$ cat src/rtl/dmem_arbiter.sv
// -----------------------------------------------------------------------------
// dmem_arbiter
//
// Two-requester round-robin arbiter in front of a single-port data memory.
// Requester 0 is the core load/store unit, requester 1 is a DMA/debug port.
// Each granted access takes three cycles: IDLE (grant), ACCESS (memory
// strobe), RESP (one-cycle ack to the owner). All outputs come straight
// from flops, so no requester input reaches the memory strobes
// combinationally.
//
// Parameters
//   ADDR_W  word address width of requester and memory buses
//   DATA_W  data width
//   DEPTH   number of valid memory words; addresses >= DEPTH are rejected
//
// Ports
//   clk, rst                    clock, asynchronous active-low reset
//   m0_req/we/addr/wdata        requester 0 access request and fields
//   m0_ack/err/rdata            requester 0 completion pulse, range error,
//                               read data (all valid only with ack)
//   m1_*                        same set for requester 1
//   mem_we/re/addr/wdata        memory strobes, address and write data
//   mem_rdata                   combinational read data from memory
//   busy                        high while the FSM is not IDLE
// -----------------------------------------------------------------------------
module dmem_arbiter #(
  parameter int ADDR_W = 32,
  parameter int DATA_W = 32,
  parameter int DEPTH  = 1024
) (
  input  logic              clk,
  input  logic              rst,

  input  logic              m0_req,
  input  logic              m0_we,
  input  logic [ADDR_W-1:0] m0_addr,
  input  logic [DATA_W-1:0] m0_wdata,
  output logic              m0_ack,
  output logic              m0_err,
  output logic [DATA_W-1:0] m0_rdata,

  input  logic              m1_req,
  input  logic              m1_we,
  input  logic [ADDR_W-1:0] m1_addr,
  input  logic [DATA_W-1:0] m1_wdata,
  output logic              m1_ack,
  output logic              m1_err,
  output logic [DATA_W-1:0] m1_rdata,

  output logic              mem_we,
  output logic              mem_re,
  output logic [ADDR_W-1:0] mem_addr,
  output logic [DATA_W-1:0] mem_wdata,
  input  logic [DATA_W-1:0] mem_rdata,

  output logic              busy
);

  typedef enum logic [1:0] {
    ST_IDLE   = 2'd0,
    ST_ACCESS = 2'd1,
    ST_RESP   = 2'd2
  } state_t;

  localparam logic [ADDR_W-1:0] DEPTH_LIM = ADDR_W'(DEPTH);
  localparam logic [DATA_W-1:0] DATA_ZERO = {DATA_W{1'b0}};
  localparam logic [ADDR_W-1:0] ADDR_ZERO = {ADDR_W{1'b0}};

  // Word address lies inside the populated memory
  function automatic logic addr_in_range(input logic [ADDR_W-1:0] addr);
    return (addr < DEPTH_LIM);
  endfunction

  // FSM and transaction context
  state_t              state_r, state_s;
  logic                ptr_r, ptr_s;        // 0: requester 0 wins a tie
  logic                owner_r, owner_s;
  logic                we_r, we_s;
  logic                ok_r, ok_s;          // latched address is in range
  logic [ADDR_W-1:0]   addr_r, addr_s;
  logic [DATA_W-1:0]   wdata_r, wdata_s;

  // Registered outputs and their next values
  logic                mem_we_r, mem_we_s;
  logic                mem_re_r, mem_re_s;
  logic [ADDR_W-1:0]   mem_addr_r, mem_addr_s;
  logic [DATA_W-1:0]   mem_wdata_r, mem_wdata_s;
  logic                m0_ack_r, m0_ack_s;
  logic                m0_err_r, m0_err_s;
  logic [DATA_W-1:0]   m0_rdata_r, m0_rdata_s;
  logic                m1_ack_r, m1_ack_s;
  logic                m1_err_r, m1_err_s;
  logic [DATA_W-1:0]   m1_rdata_r, m1_rdata_s;
  logic                busy_r, busy_s;

  // Grant selection helpers
  logic                gnt_id_s;
  logic                sel_we_s;
  logic [ADDR_W-1:0]   sel_addr_s;
  logic [DATA_W-1:0]   sel_wdata_s;
  logic                sel_ok_s;
  logic [DATA_W-1:0]   rsp_data_s;
  logic                rsp_err_s;

  // Winner selection: the pointer only matters when both requests are high
  always_comb begin
    gnt_id_s = 1'b0;
    if (m0_req && m1_req) begin
      gnt_id_s = ptr_r;
    end else if (m1_req) begin
      gnt_id_s = 1'b1;
    end else begin
      gnt_id_s = 1'b0;
    end
  end

  // Field mux for the selected requester
  always_comb begin
    sel_we_s    = 1'b0;
    sel_addr_s  = ADDR_ZERO;
    sel_wdata_s = DATA_ZERO;
    if (gnt_id_s) begin
      sel_we_s    = m1_we;
      sel_addr_s  = m1_addr;
      sel_wdata_s = m1_wdata;
    end else begin
      sel_we_s    = m0_we;
      sel_addr_s  = m0_addr;
      sel_wdata_s = m0_wdata;
    end
    sel_ok_s = addr_in_range(sel_addr_s);
  end

  // Response payload: reads of valid words return memory data, else zero
  always_comb begin
    rsp_data_s = DATA_ZERO;
    rsp_err_s  = !ok_r;
    if (!we_r && ok_r) begin
      rsp_data_s = mem_rdata;
    end else begin
      rsp_data_s = DATA_ZERO;
    end
  end

  // Next-state, latched context and next registered outputs
  always_comb begin
    state_s     = state_r;
    ptr_s       = ptr_r;
    owner_s     = owner_r;
    we_s        = we_r;
    ok_s        = ok_r;
    addr_s      = addr_r;
    wdata_s     = wdata_r;
    mem_we_s    = 1'b0;
    mem_re_s    = 1'b0;
    mem_addr_s  = ADDR_ZERO;
    mem_wdata_s = DATA_ZERO;
    m0_ack_s    = 1'b0;
    m0_err_s    = 1'b0;
    m0_rdata_s  = DATA_ZERO;
    m1_ack_s    = 1'b0;
    m1_err_s    = 1'b0;
    m1_rdata_s  = DATA_ZERO;

    case (state_r)
      ST_IDLE: begin
        if (m0_req || m1_req) begin
          state_s     = ST_ACCESS;
          ptr_s       = !gnt_id_s;
          owner_s     = gnt_id_s;
          we_s        = sel_we_s;
          ok_s        = sel_ok_s;
          addr_s      = sel_addr_s;
          wdata_s     = sel_wdata_s;
          // Strobes are prepared here so they sit in flops during ACCESS
          mem_addr_s  = sel_addr_s;
          mem_wdata_s = sel_wdata_s;
          mem_we_s    = sel_we_s && sel_ok_s;
          mem_re_s    = !sel_we_s && sel_ok_s;
        end else begin
          state_s = ST_IDLE;
        end
      end
      ST_ACCESS: begin
        state_s = ST_RESP;
        // Memory data is captured at the end of ACCESS straight into the
        // owner's response register
        if (owner_r) begin
          m1_ack_s   = 1'b1;
          m1_err_s   = rsp_err_s;
          m1_rdata_s = rsp_data_s;
        end else begin
          m0_ack_s   = 1'b1;
          m0_err_s   = rsp_err_s;
          m0_rdata_s = rsp_data_s;
        end
      end
      ST_RESP: begin
        state_s = ST_IDLE;
      end
      default: begin
        state_s = ST_IDLE;
      end
    endcase

    busy_s = (state_s != ST_IDLE);
  end

  // FSM state, round-robin pointer and latched transaction context
  always_ff @(posedge clk or negedge rst) begin
    if (!rst) begin
      state_r <= ST_IDLE;
      ptr_r   <= 1'b0;
      owner_r <= 1'b0;
      we_r    <= 1'b0;
      ok_r    <= 1'b0;
      addr_r  <= ADDR_ZERO;
      wdata_r <= DATA_ZERO;
    end else begin
      state_r <= state_s;
      ptr_r   <= ptr_s;
      owner_r <= owner_s;
      we_r    <= we_s;
      ok_r    <= ok_s;
      addr_r  <= addr_s;
      wdata_r <= wdata_s;
    end
  end

  // Output registers; reset clears them at once, aborting any memory strobe
  always_ff @(posedge clk or negedge rst) begin
    if (!rst) begin
      mem_we_r    <= 1'b0;
      mem_re_r    <= 1'b0;
      mem_addr_r  <= ADDR_ZERO;
      mem_wdata_r <= DATA_ZERO;
      m0_ack_r    <= 1'b0;
      m0_err_r    <= 1'b0;
      m0_rdata_r  <= DATA_ZERO;
      m1_ack_r    <= 1'b0;
      m1_err_r    <= 1'b0;
      m1_rdata_r  <= DATA_ZERO;
      busy_r      <= 1'b0;
    end else begin
      mem_we_r    <= mem_we_s;
      mem_re_r    <= mem_re_s;
      mem_addr_r  <= mem_addr_s;
      mem_wdata_r <= mem_wdata_s;
      m0_ack_r    <= m0_ack_s;
      m0_err_r    <= m0_err_s;
      m0_rdata_r  <= m0_rdata_s;
      m1_ack_r    <= m1_ack_s;
      m1_err_r    <= m1_err_s;
      m1_rdata_r  <= m1_rdata_s;
      busy_r      <= busy_s;
    end
  end

  assign mem_we    = mem_we_r;
  assign mem_re    = mem_re_r;
  assign mem_addr  = mem_addr_r;
  assign mem_wdata = mem_wdata_r;
  assign m0_ack    = m0_ack_r;
  assign m0_err    = m0_err_r;
  assign m0_rdata  = m0_rdata_r;
  assign m1_ack    = m1_ack_r;
  assign m1_err    = m1_err_r;
  assign m1_rdata  = m1_rdata_r;
  assign busy      = busy_r;

endmodule

$ cat config.mk
export PLATFORM = sky130hd
export DESIGN_NAME = dmem_arbiter
export DESIGN_NICKNAME = d
export VERILOG_FILES = /design/src/rtl/dmem_arbiter.sv
export SDC_FILE = /design/constraint.sdc
export NUM_CORES = 1
export LEC_CHECK = 0
export ABC_AREA = 0
export BUFFER_PORTS_ARGS = -buffer_cell sky130_fd_sc_hd__buf_2
export CAP_MARGIN = 40
export CORE_AREA = 3 3 117 119
export CTS_BUF_LIST = sky130_fd_sc_hd__clkbuf_4 sky130_fd_sc_hd__clkbuf_8 sky130_fd_sc_hd__clkbuf_16
export CTS_CLUSTER_SIZE = 10
export DETAILED_ROUTE_END_ITERATION = 12
export DIE_AREA = 0 0 120 122
export HOLD_SLACK_MARGIN = 0.05
export PLACE_DENSITY = 0.89
export SYNTH_ARGS = -nofsm -noshare
export SYNTH_HDL_FRONTEND = slang
export SYNTH_SLANG_ARGS = --single-unit
export TNS_END_PERCENT = 20
$ cat constraint.sdc
create_clock -name clk -period 3.2 [get_ports clk]
set_input_delay 0.64 -clock clk [delete_from_list [all_inputs] [get_ports clk]]
set_output_delay 0.64 -clock clk [all_outputs]
set_load 0.05 [all_outputs]
==> results.toml <==
[final_layout]
drive_above_1_share_pct = 49.6
design_area_um2 = 7660
layout_commonest_cell = "buf_2"
fill_cells = 1043
layout.cells.non_filler = 959
mostFrequentLayoutCells = "buf_2, dfrtp_1, nand2_1, and3_1, a21oi_2"
nets = 939
syn_to_final_growth_pct = 40.9
multiInputGateArea_um2 = 1680
seq_area_um2 = 3530

[logic_synthesis]
yosys.area_share.xor_xnor_pct = 0
seq_area_frac_synth_pct = 64.9
synth_simple_gate_area_share_pct = 20.3
syn_nets = 647
synth_cell_type_count = 33
synth_top_family_by_area = "simple AND/OR/NAND/NOR gates"
synth_compound_area_share_pct = 10.2
syn_area_um2 = 5430
yosys.area_share.adder_pct = 0
ys_ff_latch = 141
yosysWarnings = 0
syn_avg_cell_area_um2 = 11.3
synthMuxAreaShare_pct = 0.368
synthCells = 481

[setup_path]
crit_path_cell_trace = "nand2b_1 -> nand2_2 -> o21ai_0 -> a2111oi_2"
endpoint = "mem_re$_DFF_PN0_"
setup.worst_path.start = "ptr_r$_DFFE_PN0P_"
reg2reg_from = "ptr_r$_DFFE_PN0P_"
slowest_delay_ns = 0.40
cp.required_ns = 3.50
crit_path_end_kind = "flip-flop"
crit_type = "reg2reg"
path_max_fanout = 23
worst-r2r-cell-count = 4
worst-r2r-setup-slack_ns = 1.44
cp-start-kind = "flip-flop"
r2r-end = "mem_re$_DFF_PN0_"
crit_slowest_cell = "dfrtp_1"
arrival_ns = 2.06

[die]
fp.dieW_um = 120
start_util_pct = 42.9
num_rows = 41
die_h_um = 122
die-area_um2 = 14600
pin_count = 301
core-area_um2 = 12700

[clock_network]
htree_levels = 4
clk_latency_ns = 0.41
numCtsBuffers = 17
post-cts-setup-buffers = 0
cts_root_buffer = "clkbuf_16"
clockBufferDepth = 2
clk_pin_slew_ns = 0.06
cts_sinks = 141
cts-resized-gates = 0
cts_hold_buffers = 0
cts_tree = "done"

[timing]
max-slew-margin-rel_pct = 41.5
slew_violations = 0
worst-slew-pin-transition_ns = 0.878
finalHoldViolations = 0
setup_ws_ns = 1.44
fin_crit_sh_pct = 55.1
max_freq_ghz = 0.567
setup_tns_ns = 0
finalCriticalPeriod_ns = 1.76
skew_ns = 0.00630
setup_viol = 0
grt_setup_unrepaired = "no"

[worst_hold_path]
min_path_type = "in2async"

[routing]
route.vias.total = 4608
via_per_inst = 4.81
drcViolationCount = 0
drt-wirelength-per-cell_um = 15.9
wl_mm = 15.2
ant_nets = 0
dr.pass1.iters = 4
drt_iter0_markers = 270

[global_routing]
grt_max_degree = 80
grt.overflow.total = 0
antenna_found_initial = 2
grt_usage_pct = 20.9
grt_pass1_vias = 4648
grt_pass1_wl_mm = 23.6

[run]
maxCapViolCount = 0

[placement]
post-place-ws_ns = 1.06
dpl.hpwl_mm = 11.5
dp_cells = 926
gp_congestion = 0.820
placed_cell_area_um2 = 7040
portBuffers = 300

[power_and_ir_drop]
p_per_area_nw_per_um2 = 818
p_leak_nw = 4.47
ir_worst_vdd_v = 0.000388

[outcome]
outcome = "finished, final reports clean"
[final cells by class]
class | count | area share, %
sequential | 141 | 46.1
multi-input combinational | 302 | 22.0
timing repair buffer | 308 | 20.9
clock buffer | 20 | 5.85
tap | 172 | 2.81
clock inverter | 12 | 2.11
inverter | 3 | 0.212
antenna | 1 | 0.0327
[state kept, by name, summed over array words and instances (netlist names), 2 cells and up]
register	flops
m0_rdata	32
m1_rdata	32
mem_addr	32
mem_wdata	32
state_r	2
[cell usage after synthesis]
cell type,count,share of area (%)
dfrtp_1,141,65
nand2_1,129,8.9
and3_1,64,7.4
a21oi_2,40,6.4
a21oi_1,24,2.2
clkbuf_1,19,1.3
nor4_1,10,1.2
buf_2,9,0.83
buf_8,5,1.4
nor2_1,4,0.28
nor2b_1,4,0.46
nand3_1,3,0.28
o21ai_0,3,0.28
a2111oi_2,2,0.55
and4_1,2,0.32
buf_6,2,0.41
inv_1,2,0.14
mux2i_1,2,0.37
nand3b_1,2,0.28
a31oi_1,1,0.12
and2_0,1,0.12
and2_1,1,0.12
and2b_1,1,0.14
clkinv_4,1,0.16
nand2b_1,1,0.12
nand3_2,1,0.18
nor2_4,1,0.21
nor2b_2,1,0.16
nor3_1,1,0.092
o2111ai_1,1,0.16
o21ai_1,1,0.092
o41ai_2,1,0.30
or3_1,1,0.12
[kinds of logic (layout without fill, tap and decap cells)]
logic type | Yosys count | in the layout
buffers and inverters | 38 | 343
AND/OR/NAND/NOR | 227 | 227
other | 0 | 1
AO/OA/AOI/OAI | 73 | 73
multiplexers | 2 | 2
flip-flops | 141 | 141
[critical path: cells and delay by family, from the launching register on]
family / cells / cell delay [ns]
flip-flops: 1 / 0.40
AO/OA/AOI/OAI: 2 / 0.71
AND/OR/NAND/NOR: 2 / 0.54
[per-layer routing]
metal / track usage, % / wire length (um) / up-vias
met3: 6.92 / 1250 / 22
met5: 0 / 13 / -
met2: 37.7 / 8020 / 214
met1: 23.3 / 5710 / 2177
li1: - / - / 2193
met4: 7.09 / 224 / 2
[worst min-delay path by stage]
| stage | start | to | slack, ns |
|---|---|---|---|
| 2_1_floorplan | rst | busy$_DFF_PN0_ | 0.34 |
| 3_3_place_gp | state_r[1]$_DFF_PN0_ | busy$_DFF_PN0_ | 0.45 |
| 3_5_place_dp | state_r[1]$_DFF_PN0_ | busy$_DFF_PN0_ | 0.46 |
| 4_1_cts | rst | mem_wdata[29]$_DFF_PN0_ | 0.28 |
| 5_1_grt | rst | mem_wdata[27]$_DFF_PN0_ | 0.30 |
| 6_report | rst | mem_addr[12]$_DFF_PN0_ | 0.24 |
[where the power goes]
part | total (W) | internal, W | switching, W
Sequential | 0.00216 | 0.00206 | 0.0000965
Combinational | 0.00211 | 0.000468 | 0.00164
Clock | 0.00199 | 0.00126 | 0.000736
[stage by stage]
stage	util, %	hold WS (ns)	power (W)
after floorplan	-	0.344	0.00378
after global placement	55.4	0.454	0.00425
after detailed placement	55.6	0.465	0.00432
after CTS	60.4	0.278	0.00633
after global routing	60.4	0.300	0.00656
final	60.4	0.239	0.00626
Power figures use the tool's default switching activity.
